File: src/rtl/noc_pkg.sv
// Types and constants shared by the NoC arbiter and the NoC model.
package noc_pkg;

    localparam int DATA_W     = 64;
    localparam int MAX_CPU_NB = 16;
    localparam int CPU_IDX_W  = 4;

    typedef logic [CPU_IDX_W-1:0] cpu_idx_t;
    typedef logic [DATA_W-1:0]    data_t;

    // Round-robin successor of idx among nb ports.
    function automatic cpu_idx_t wrap_inc(input cpu_idx_t idx, input int nb);
        return (int'(idx) == nb - 1) ? '0 : idx + 1'b1;
    endfunction

endpackage

File: src/rtl/noc_rr_arbiter_if.sv
// CPU request ports and the shared NoC output channel of the round-robin arbiter.
interface noc_rr_arbiter_if
    import noc_pkg::*;
#(
    parameter int CPU_NB = 4
) ();

    localparam int SRC_W = $clog2(CPU_NB);

    logic [CPU_NB-1:0] req_vld;
    data_t             req_data [CPU_NB];
    logic [CPU_NB-1:0] req_rdy;
    logic              out_vld;
    data_t             out_data;
    logic [SRC_W-1:0]  out_src;
    logic              out_rdy;
    logic [CPU_NB-1:0] cpu_done;
    logic              all_done;

    modport slave (
        input  req_vld, req_data, out_rdy,
        output req_rdy, out_vld, out_data, out_src, cpu_done, all_done
    );

    modport master (
        output req_vld, req_data, out_rdy,
        input  req_rdy, out_vld, out_data, out_src, cpu_done, all_done
    );

endinterface

File: src/rtl/noc_rr_pick.sv
// Combinational round-robin pick: first eligible index at or above rr_ptr, wrapping.
module noc_rr_pick
    import noc_pkg::*;
#(
    parameter int CPU_NB = 4
) (
    input  logic [CPU_NB-1:0] eligible,
    input  cpu_idx_t          rr_ptr,
    output logic              grant_vld,
    output cpu_idx_t          grant_idx
);

    logic [MAX_CPU_NB-1:0] elig_pad;
    logic [CPU_IDX_W:0]    pos;

    always_comb begin
        elig_pad               = '0;
        elig_pad[CPU_NB-1:0]   = eligible;
        grant_vld              = 1'b0;
        grant_idx              = '0;
        pos                    = '0;
        // Walk offsets from farthest to nearest so the nearest hit wins.
        for (int k = CPU_NB - 1; k >= 0; k--) begin
            pos = {1'b0, rr_ptr} + (CPU_IDX_W + 1)'(k);
            if (pos >= (CPU_IDX_W + 1)'(CPU_NB))
                pos = pos - (CPU_IDX_W + 1)'(CPU_NB);
            if (elig_pad[pos[CPU_IDX_W-1:0]]) begin
                grant_vld = 1'b1;
                grant_idx = pos[CPU_IDX_W-1:0];
            end
        end
    end

endmodule

File: src/rtl/noc_rr_arbiter.sv
// Round-robin arbiter of CPU_NB CPU ports onto one registered NoC channel,
// retiring each CPU after TRANSACTION_NB accepted transactions.
module noc_rr_arbiter
    import noc_pkg::*;
#(
    parameter int CPU_NB         = 4,
    parameter int TRANSACTION_NB = 1000
) (
    input  logic              clk,
    input  logic              rst,
    noc_rr_arbiter_if.slave   bus
);

    localparam int SRC_W = $clog2(CPU_NB);

    logic              out_vld_q,  out_vld_d;
    data_t             out_data_q, out_data_d;
    logic [SRC_W-1:0]  out_src_q,  out_src_d;
    cpu_idx_t          rr_ptr_q,   rr_ptr_d;
    logic [31:0]       cnt_q [CPU_NB];
    logic [31:0]       cnt_d [CPU_NB];
    logic [CPU_NB-1:0] cpu_done_q, cpu_done_d;

    logic [CPU_NB-1:0] eligible;
    logic [CPU_NB-1:0] req_rdy;
    logic              can_accept;
    logic              accept;
    logic              grant_vld;
    cpu_idx_t          grant_idx;

    assign eligible   = bus.req_vld & ~cpu_done_q;
    assign can_accept = !out_vld_q || bus.out_rdy;
    assign accept     = can_accept && grant_vld && !rst;

    noc_rr_pick #(.CPU_NB(CPU_NB)) u_pick (
        .eligible  (eligible),
        .rr_ptr    (rr_ptr_q),
        .grant_vld (grant_vld),
        .grant_idx (grant_idx)
    );

    always_comb begin
        req_rdy    = '0;
        out_vld_d  = out_vld_q;
        out_data_d = out_data_q;
        out_src_d  = out_src_q;
        rr_ptr_d   = rr_ptr_q;
        cpu_done_d = cpu_done_q;
        for (int i = 0; i < CPU_NB; i++) cnt_d[i] = cnt_q[i];

        // Stage boundary: a grant reloads the output register, else a pop empties it.
        if (accept) begin
            out_vld_d = 1'b1;
            out_src_d = grant_idx[SRC_W-1:0];
            rr_ptr_d  = wrap_inc(grant_idx, CPU_NB);
            for (int i = 0; i < CPU_NB; i++) begin
                if (grant_idx == cpu_idx_t'(i)) begin
                    req_rdy[i] = 1'b1;
                    out_data_d = bus.req_data[i];
                end
            end
        end else if (bus.out_rdy) begin
            out_vld_d = 1'b0;
        end

        // Grants only go to non-done CPUs, so counters saturate at TRANSACTION_NB.
        for (int i = 0; i < CPU_NB; i++) begin
            if (req_rdy[i]) begin
                cnt_d[i] = cnt_q[i] + 32'd1;
                if (cnt_d[i] == 32'(TRANSACTION_NB)) cpu_done_d[i] = 1'b1;
            end
        end
    end

    always_ff @(posedge clk) begin
        if (rst) begin
            out_vld_q  <= 1'b0;
            out_data_q <= '0;
            out_src_q  <= '0;
            rr_ptr_q   <= '0;
            cpu_done_q <= '0;
            for (int i = 0; i < CPU_NB; i++) cnt_q[i] <= '0;
        end else begin
            out_vld_q  <= out_vld_d;
            out_data_q <= out_data_d;
            out_src_q  <= out_src_d;
            rr_ptr_q   <= rr_ptr_d;
            cpu_done_q <= cpu_done_d;
            for (int i = 0; i < CPU_NB; i++) cnt_q[i] <= cnt_d[i];
        end
    end

    assign bus.req_rdy  = req_rdy;
    assign bus.out_vld  = out_vld_q;
    assign bus.out_data = out_data_q;
    assign bus.out_src  = out_src_q;
    assign bus.cpu_done = cpu_done_q;
    assign bus.all_done = (&cpu_done_q) && !out_vld_q;

endmodule

File: src/flat_wrapper.sv
// flat-port wrapper written by rule: the top's interface ports become plain ports
module noc_rr_arbiter_flat import noc_pkg::*;
#(
    parameter int CPU_NB         = 4,
    parameter int TRANSACTION_NB = 1000
)
  (clk, rst, bus_req_vld, bus_req_data, bus_out_rdy, bus_req_rdy, bus_out_vld, bus_out_data, bus_out_src, bus_cpu_done, bus_all_done);
  noc_rr_arbiter_if #(.CPU_NB(CPU_NB)) bus_i ();
  input  logic clk;
  input  logic rst;
  input wire logic [$bits(bus_i.req_vld)-1:0] bus_req_vld;
  input wire logic [$bits(bus_i.req_data)-1:0] bus_req_data;
  input wire logic [$bits(bus_i.out_rdy)-1:0] bus_out_rdy;
  output wire logic [$bits(bus_i.req_rdy)-1:0] bus_req_rdy;
  output wire logic [$bits(bus_i.out_vld)-1:0] bus_out_vld;
  output wire logic [$bits(bus_i.out_data)-1:0] bus_out_data;
  output wire logic [$bits(bus_i.out_src)-1:0] bus_out_src;
  output wire logic [$bits(bus_i.cpu_done)-1:0] bus_cpu_done;
  output wire logic [$bits(bus_i.all_done)-1:0] bus_all_done;
  assign bus_i.req_vld = bus_req_vld;
  assign bus_i.req_data = {>>{bus_req_data}};
  assign bus_i.out_rdy = bus_out_rdy;
  assign bus_req_rdy = bus_i.req_rdy;
  assign bus_out_vld = bus_i.out_vld;
  assign bus_out_data = bus_i.out_data;
  assign bus_out_src = bus_i.out_src;
  assign bus_cpu_done = bus_i.cpu_done;
  assign bus_all_done = bus_i.all_done;
  noc_rr_arbiter #(.CPU_NB(CPU_NB), .TRANSACTION_NB(TRANSACTION_NB)) u_core (.clk(clk), .rst(rst), .bus(bus_i));
endmodule
File: config.mk
export PLATFORM = sky130hd
export DESIGN_NAME = noc_rr_arbiter_flat
export DESIGN_NICKNAME = d
export VERILOG_FILES = /design/src/rtl/noc_pkg.sv /design/src/rtl/noc_rr_arbiter_if.sv /design/src/rtl/noc_rr_pick.sv /design/src/rtl/noc_rr_arbiter.sv /design/src/flat_wrapper.sv
export SDC_FILE = /design/constraint.sdc
export NUM_CORES = 1
export LEC_CHECK = 0
export ABC_AREA = 1
export CORE_MARGIN = 4
export CORE_UTILIZATION = 34
export CTS_BUF_LIST = sky130_fd_sc_hd__clkbuf_16
export CTS_CLUSTER_SIZE = 12
export DETAILED_ROUTE_END_ITERATION = 16
export GPL_TIMING_DRIVEN = 0
export PLACE_DENSITY = 0.55
export SLEW_MARGIN = 20
export SYNTH_ARGS = -nofsm -noshare
export SYNTH_HDL_FRONTEND = slang
export SYNTH_SLANG_ARGS = --single-unit
File: constraint.sdc
create_clock -name clk -period 8 [get_ports clk]
set_input_delay 1.6 -clock clk [delete_from_list [all_inputs] [get_ports clk]]
set_output_delay 1.6 -clock clk [all_outputs]
set_load 0.03 [all_outputs]
# Word-level counts from Yosys, hierarchy flattened
# Memory sizes are Yosys's and may differ from the RTL's.
# Cells that the tools add are included.
[word_totals]
romBits = 0
reg_bits = 75
input_bits = 263
latch_bits = 0
memories = 1
ramBits = 128
out_inout_bits = 76
[op_classes]
n_lt_le_gt_ge = 8
n_div = 0
n_reduce_logical = 15
n_addsub = 12
n_shift = 0
eq_ne = 8
bitwise = 6
mul = 0
n_mux = 43
[mem_list]
columns = ["memory", "depth", "width", "rd", "rd_clocked_by_memory_dff", "wr", "line_no", "source"]
rows = [
  ["u_core.cnt_q", 4, 32, 4, 0, 4, "noc_rr_arbiter.sv:20", "logic [31:0] cnt_q [CPU_NB];"],
]
[ops]
columns = ["operator", "n"]
rows = [
  ["32-bit 2-to-1 mux", 8],
  ["64-bit 2-to-1 mux", 4],
  ["32-bit by 1-bit adder with 32-bit output, second input constant", 4],
  ["32-bit by 10-bit equality test with 1-bit output, second input constant", 4],
  ["4-bit 2-to-1 mux", 10],
  ["4-bit by 5-bit < comparator with 1-bit output, second input constant", 4],
  ["1-bit 2-to-1 mux", 17],
  ["1-bit binary-select mux with 4-bit select", 4],
  ["4-bit by 3-bit subtractor with 4-bit output, second input constant", 4],
  ["5-bit by 3-bit greater-or-equal comparator with 1-bit output, second input constant", 3],
  ["4-bit by 2-bit adder with 5-bit output, second input constant", 2],
  ["2-bit AND reduction", 5],
  ["4-bit by 2-bit equality test with 1-bit output, second input constant", 2],
  ["4-bit by 1-bit adder with 5-bit output, second input constant", 1],
  ["4-bit by 1-bit adder with 4-bit output, second input constant", 1],
  ["4-bit bitwise AND", 1],
  ["4-bit by 1-bit equality test with 1-bit output, second input constant", 1],
  ["4-bit by 3-bit equality test with 1-bit output, second input constant", 1],
  ["4-bit by 3-bit greater-or-equal comparator with 1-bit output, second input constant", 1],
  ["4-bit logical NOT", 1],
  ["4-bit inverter", 1],
  ["1-bit OR", 4],
  ["4-bit AND reduction", 1],
  ["4-bit nonzero test", 1],
  ["4 further kinds", 7],
]

# Logic depth before layout (Yosys ltp)
# Gate-level depths: netlist of run 1.
[depth]
ltp_word = 14
mapped_depth = 28

# By module
# From an unflattened synthesis of run 1, not the netlist that was laid out.
[hier_totals]
hier_cells = 2299
area_unflattened_um2 = 13924.6
[modules_own_cells]
columns = ["module", "instances", "area_per_inst_um2", "cells_per_inst"]
rows = [
  ["noc_rr_arbiter", 1, 13334.0, 2187],
  ["noc_rr_pick", 1, 590.6, 112],
]

# Worst setup path before layout of run 1
# No wires, ideal clock.
[synth_path]
kind = "input to output"
from = "in bus_req_vld[3]"
to = "out bus_req_rdy[1]"
stages = 13
path_buffers = 2
t_required_ns = 6.400
path_slack_ns = 3.034
t_arrival_ns = 3.366
path_cell_list = "nand3_1 > nand3_1 > nand2_1 > nor2_2 > a21oi_1 > or2_2 > nand2_1 > inv_1 > ha_1 > inv_1 > clkbuf_1 > nor2_4 > buf_4"
[synth_via]
elab_chain_len = 10
word_cells_on_any_way = 22
classes_between = "eq/ne: 1; mux: 18; bitwise: 1; reduce/logical: 2"
[synth_lines]
columns = ["element", "line_no", "source"]
rows = [
  ["from (decl)", "flat_wrapper.sv:11", "input wire logic [$bits(bus_i.req_vld)-1:0] bus_req_vld;"],
  ["4-bit bitwise AND *", "noc_rr_arbiter.sv:31", "assign eligible = bus.req_vld & ~cpu_done_q;"],
  ["1-bit binary-select mux with 4-bit select", "noc_rr_pick.sv:27", "if (elig_pad[pos[CPU_IDX_W-1:0]]) begin"],
  ["1-bit 2-to-1 mux (implied by the code)", "noc_rr_pick.sv:27", ""],
  ["4-bit 2-to-1 mux (3 in series)", "noc_rr_pick.sv:27", ""],
  ["4-bit 2-to-1 mux *", "noc_rr_pick.sv:27", ""],
  ["net u_core.grant_idx[0]", "noc_rr_arbiter.sv:29", "cpu_idx_t grant_idx;"],
  ["4-bit by 1-bit equality test with 1-bit output *", "noc_rr_arbiter.sv:57", "if (grant_idx == cpu_idx_t'(i)) begin"],
  ["1-bit 2-to-1 mux *", "noc_rr_arbiter.sv:57", ""],
  ["4-bit 2-to-1 mux *", "noc_rr_arbiter.sv:52", "if (accept) begin"],
  ["to (decl)", "flat_wrapper.sv:14", "output wire logic [$bits(bus_i.req_rdy)-1:0] bus_req_rdy;"],
]
# The timed path passes the listed nets; every way through them passes the cells marked *. The select of a mux whose other input is x is not followed.

# Final worst setup path of run 1
# Same ends and word-level chain as after synthesis.

==> summary.md, run 1 <==
| Metric | Value |
|---|---|
| Fin nets | just over 3000 |
| Clk_skew | approximately 0.018 ns |
| Vias in the first global route | about 16000 |
| Area Growth Syn to Fin | 34.7% |
| HP Class | flop to flop |
| Peak VDD IR | 0.244 mV |
| Commonest non-fill, non-tap cell in the layout | nand2_1 |
| Initial core utilization | between 30 and 40% |
| Status | complete, no violations |
| Crit Path Category | primary input to output port |
| Core Area | between 0.04 and 0.05 mm2 |
| Antenna violations before repair | 17 |
| Post-Layout Cell Count | 3306 |
| Total of max-cap violations | 0 |
| Number of flops mapped to enable cells by yosys | 0 |
| Total placed cells including tap cells | about 3200 |
| Setup violations, final | 0 |
| Tot Pwr | 9330 uW |
| Drt via density | slightly below 5 |
| Chip width | approximately 210 um |
| Reg2Reg Setup Slack | 3.31 ns |
| Share of cells above drive strength 1 | between 8 and 9% |
| Post-synthesis cell type count | 39 |
| Final WL | 60800 um |
| Worst setup path start | bus_req_vld[3] |
| Max-slew violation count | 0 |
| Die footprint | around 0.045 mm2 |
| Final GP Congestion | ~1 |
| Clk buf depth | 3 |
| Grt ovf | 0 |
| Crit path arrival time | around 5.2 ns |
| Worst r2r dst | u_core.bus.out_data[13]$_SDFFE_PP0P_ |
| Hold Vio Cnt, Final | 0 |
| PnR worst setup slack | 1.18 ns |
| Reg2reg path depth | 22 |
| Largest net degree at the start of global routing | 14 |
| Post-synth ARST share | 0% |
| Die height | 212 um |
| Mapped Cells | approximately 2400 |
| Htree depth | 1 |
| CTS resizes | 0 |
| TNS Setup | 0 ns |
| Critical Path RT | ~6.4 ns |
| Via count | 16400 |
| CP Capture Type | output port |
| Clk Latency, worst-skew pair | approximately 0.56 ns |
| Worst slew pin tran | 0.962 ns |
| Most frequent cells in the layout | 878 x nand2_1, 337 x clkdlybuf4s50_1, 263 x nor2_1 |
| Register area | ~0.0041 mm2 |
| TritonCTS clock tree | done |
| LEAKAGE | roughly 0.0074 uW |
| # clock sinks | slightly above 200 |
| CTS Buf Count | 28 |
| Post-CTS Setup Bufs | 0 |
| DR DRC count | 0 |
| Ports | ~340 |
| Critical Path Sink | bus_req_rdy[1] |
| First-pass GRT wire length | ~91000 um |
| Number of port buffers | between 300 and 400 |
| Worst-path clk slew | about 0.05 ns |
| R2r startpoint | u_core.rr_ptr_q[1]$_SDFFE_PP0P_ |
| Pwr per Cell Area | slightly below 500 mW/mm2 |
| Post-route ant nets | 0 |
| Tmin final | between 6 and 7 ns |
| Rows | 74 |
| Multi-input logic area | a little under 0.009 mm2 |
| Hold path cells | 2 |
| Drt initial violations | around 1100 |
| GRT Total Usage | approximately 26% |
| Slew margin rel. | 35.9% |
| DR WL/cell | approximately 18 um |
| Sequential fraction of the synthesis area | roughly 29% |
| Max Fclk | about 0.15 GHz |
| RSZ-0062 raised after global routing | false |
| Setup slack at placement | 1.23 ns |
| Max FO, Critical Path | 10 |
| Mapped Avg Cell Area | ~6 um2 |
| Detailed placement HPWL | roughly 50000 um |
| Main flop type after synthesis | dfxtp_1 |
| Layout fillers | ~4400 |
| Synthesis Warnings | 0 |
| Mapped cell area | around 0.014 mm2 |
| Net count after synthesis | roughly 2700 |
| First-pass DRT Iterations | 6 |
| Yosys reg bits | approximately 200 |
| Hold_buf cts | 0 |
| CP Launch Type | primary input |
| Final Cycle Share | a little under nine tenths |
| Root buffer cell | clkbuf_16 |
[registers in the layout (all words and copies together), names as in the netlist]
signal / count
u_core.cnt_q: 128
u_core.bus.out_data: 64
u_core.bus.cpu_done: 4
u_core.rr_ptr_q: 4
u_core.bus.out_src: 2
u_core.bus.out_vld: 1
[where the power goes]
| group | internal (uW) | switching [uW] | leakage [uW] |
|---|---|---|---|
| clock | 679 | 486 | 0.000444 |
| combinational | 2190 | 4060 | 0.00526 |
| sequential | 1480 | 432 | 0.00165 |
[cells by family after synthesis]
kind of cell / count (synthesis) / share of synthesized area [%]
xor gates and xnor gates: 20 / 1.24
DFF: 203 / 28.7
adders and majority gates: 24 / 2.12
AOI/OAI and AO/OA: 403 / 17.1
and+or+nand+nor: 1436 / 42.0
buffers and inverters: 285 / 8.88
[worst min-delay path by stage]
stage / start / end / slack, ns
final: u_core.bus.out_data[28]$_SDFFE_PP0P_ / u_core.bus.out_data[28]$_SDFFE_PP0P_ / 0.47
after global routing: u_core.bus.out_data[32]$_SDFFE_PP0P_ / u_core.bus.out_data[32]$_SDFFE_PP0P_ / 0.49
after CTS: u_core.bus.out_src[0]$_SDFFE_PP0P_ / u_core.bus.out_src[0]$_SDFFE_PP0P_ / 0.47
after detailed placement: u_core.bus.out_src[0]$_SDFFE_PP0P_ / u_core.bus.out_src[0]$_SDFFE_PP0P_ / 0.46
after global placement: u_core.bus.out_data[0]$_SDFFE_PP0P_ / u_core.bus.out_data[0]$_SDFFE_PP0P_ / 0.46
after floorplan: u_core.cnt_q[0][31]$_SDFFE_PP0P_ / u_core.cnt_q[0][31]$_SDFFE_PP0P_ / 0.44
[through the flow]
stage | hold WS (ns) | util (%) | instance area [um2]
6_report | 0.468 | 46.6 | 19100
4_1_cts | 0.470 | 46.5 | 19100
3_3_place_gp | 0.457 | 44.4 | 18200
5_1_grt | 0.488 | 46.5 | 19100
3_5_place_dp | 0.460 | 44.4 | 18200
2_1_floorplan | 0.445 | - | 14200
[Yosys cell counts (10+ instances only)]
master / number / area share [%]
buf_2: 24 / 0.85
inv_1: 172 / 4.6
nand4_1: 15 / 0.66
clkbuf_1: 60 / 1.6
a21oi_1: 126 / 4.4
xor2_1: 18 / 1.1
nand2_1: 878 / 23
nand2_2: 66 / 2.9
o211ai_1: 64 / 3.4
ha_1: 24 / 2.1
o21ai_0: 125 / 4.4
nor2_2: 10 / 0.44
o21ai_1: 19 / 0.67
dfxtp_1: 203 / 29
nor2_1: 263 / 7.0
a21oi_2: 60 / 3.7
nor3_1: 11 / 0.39
nand3_1: 177 / 6.2
[per-layer routing]
| layer | wire length [um] | global-route usage (%) | share of wire [%] |
|---|---|---|---|
| met5 | 69 | 0 | 0.11 |
| met3 | 3720 | 5.77 | 6.1 |
| met2 | 29200 | 44.4 | 48 |
| met1 | 26300 | 32.6 | 43 |
| met4 | 1500 | 7.38 | 2.5 |
[worst max-delay path, cell delays in order]
cell and delay, ns:
clkdlybuf4s50_1 0.50, nand3_1 0.11, nand3_1 0.10, nand2_1 0.07, nor2_2 0.20, a21oi_1 0.12, or2_2 0.30, nand2_1 0.12
inv_1 0.09, ha_1 0.23, inv_1 0.12, clkbuf_1 0.65, nor2_4 0.19, buf_4 0.24, clkdlybuf4s50_1 0.60
[cell type report]
class	instances	share of cell area (%)
antenna	16	0.210
buffer	103	2.97
clock buffer	29	3.80
clock inverter	21	0.609
inverter	182	3.62
multi-input combinational	1883	46.4
sequential	203	21.3
tap	532	3.49
timing repair buffer	337	17.7
No activity file was read; power rests on OpenSTA's default activity.
==> inputs of run 2 (changes only) <==
- clock period: 8 -> 7.8 ns (I/O delays scaled with it)
==> results of run 2 <==
The final DEF is identical to that of run 1. Status: complete, no violations.
Main changes from that run: setup slack after placement 1.23 ns -> 1.11 ns; setup slack after layout 1.18 ns -> 1.06 ns; register-to-register setup slack 3.31 ns -> 3.11 ns; total power 9330 uW -> 9570 uW; worst IR drop on VDD 0.244 mV -> 0.250 mV
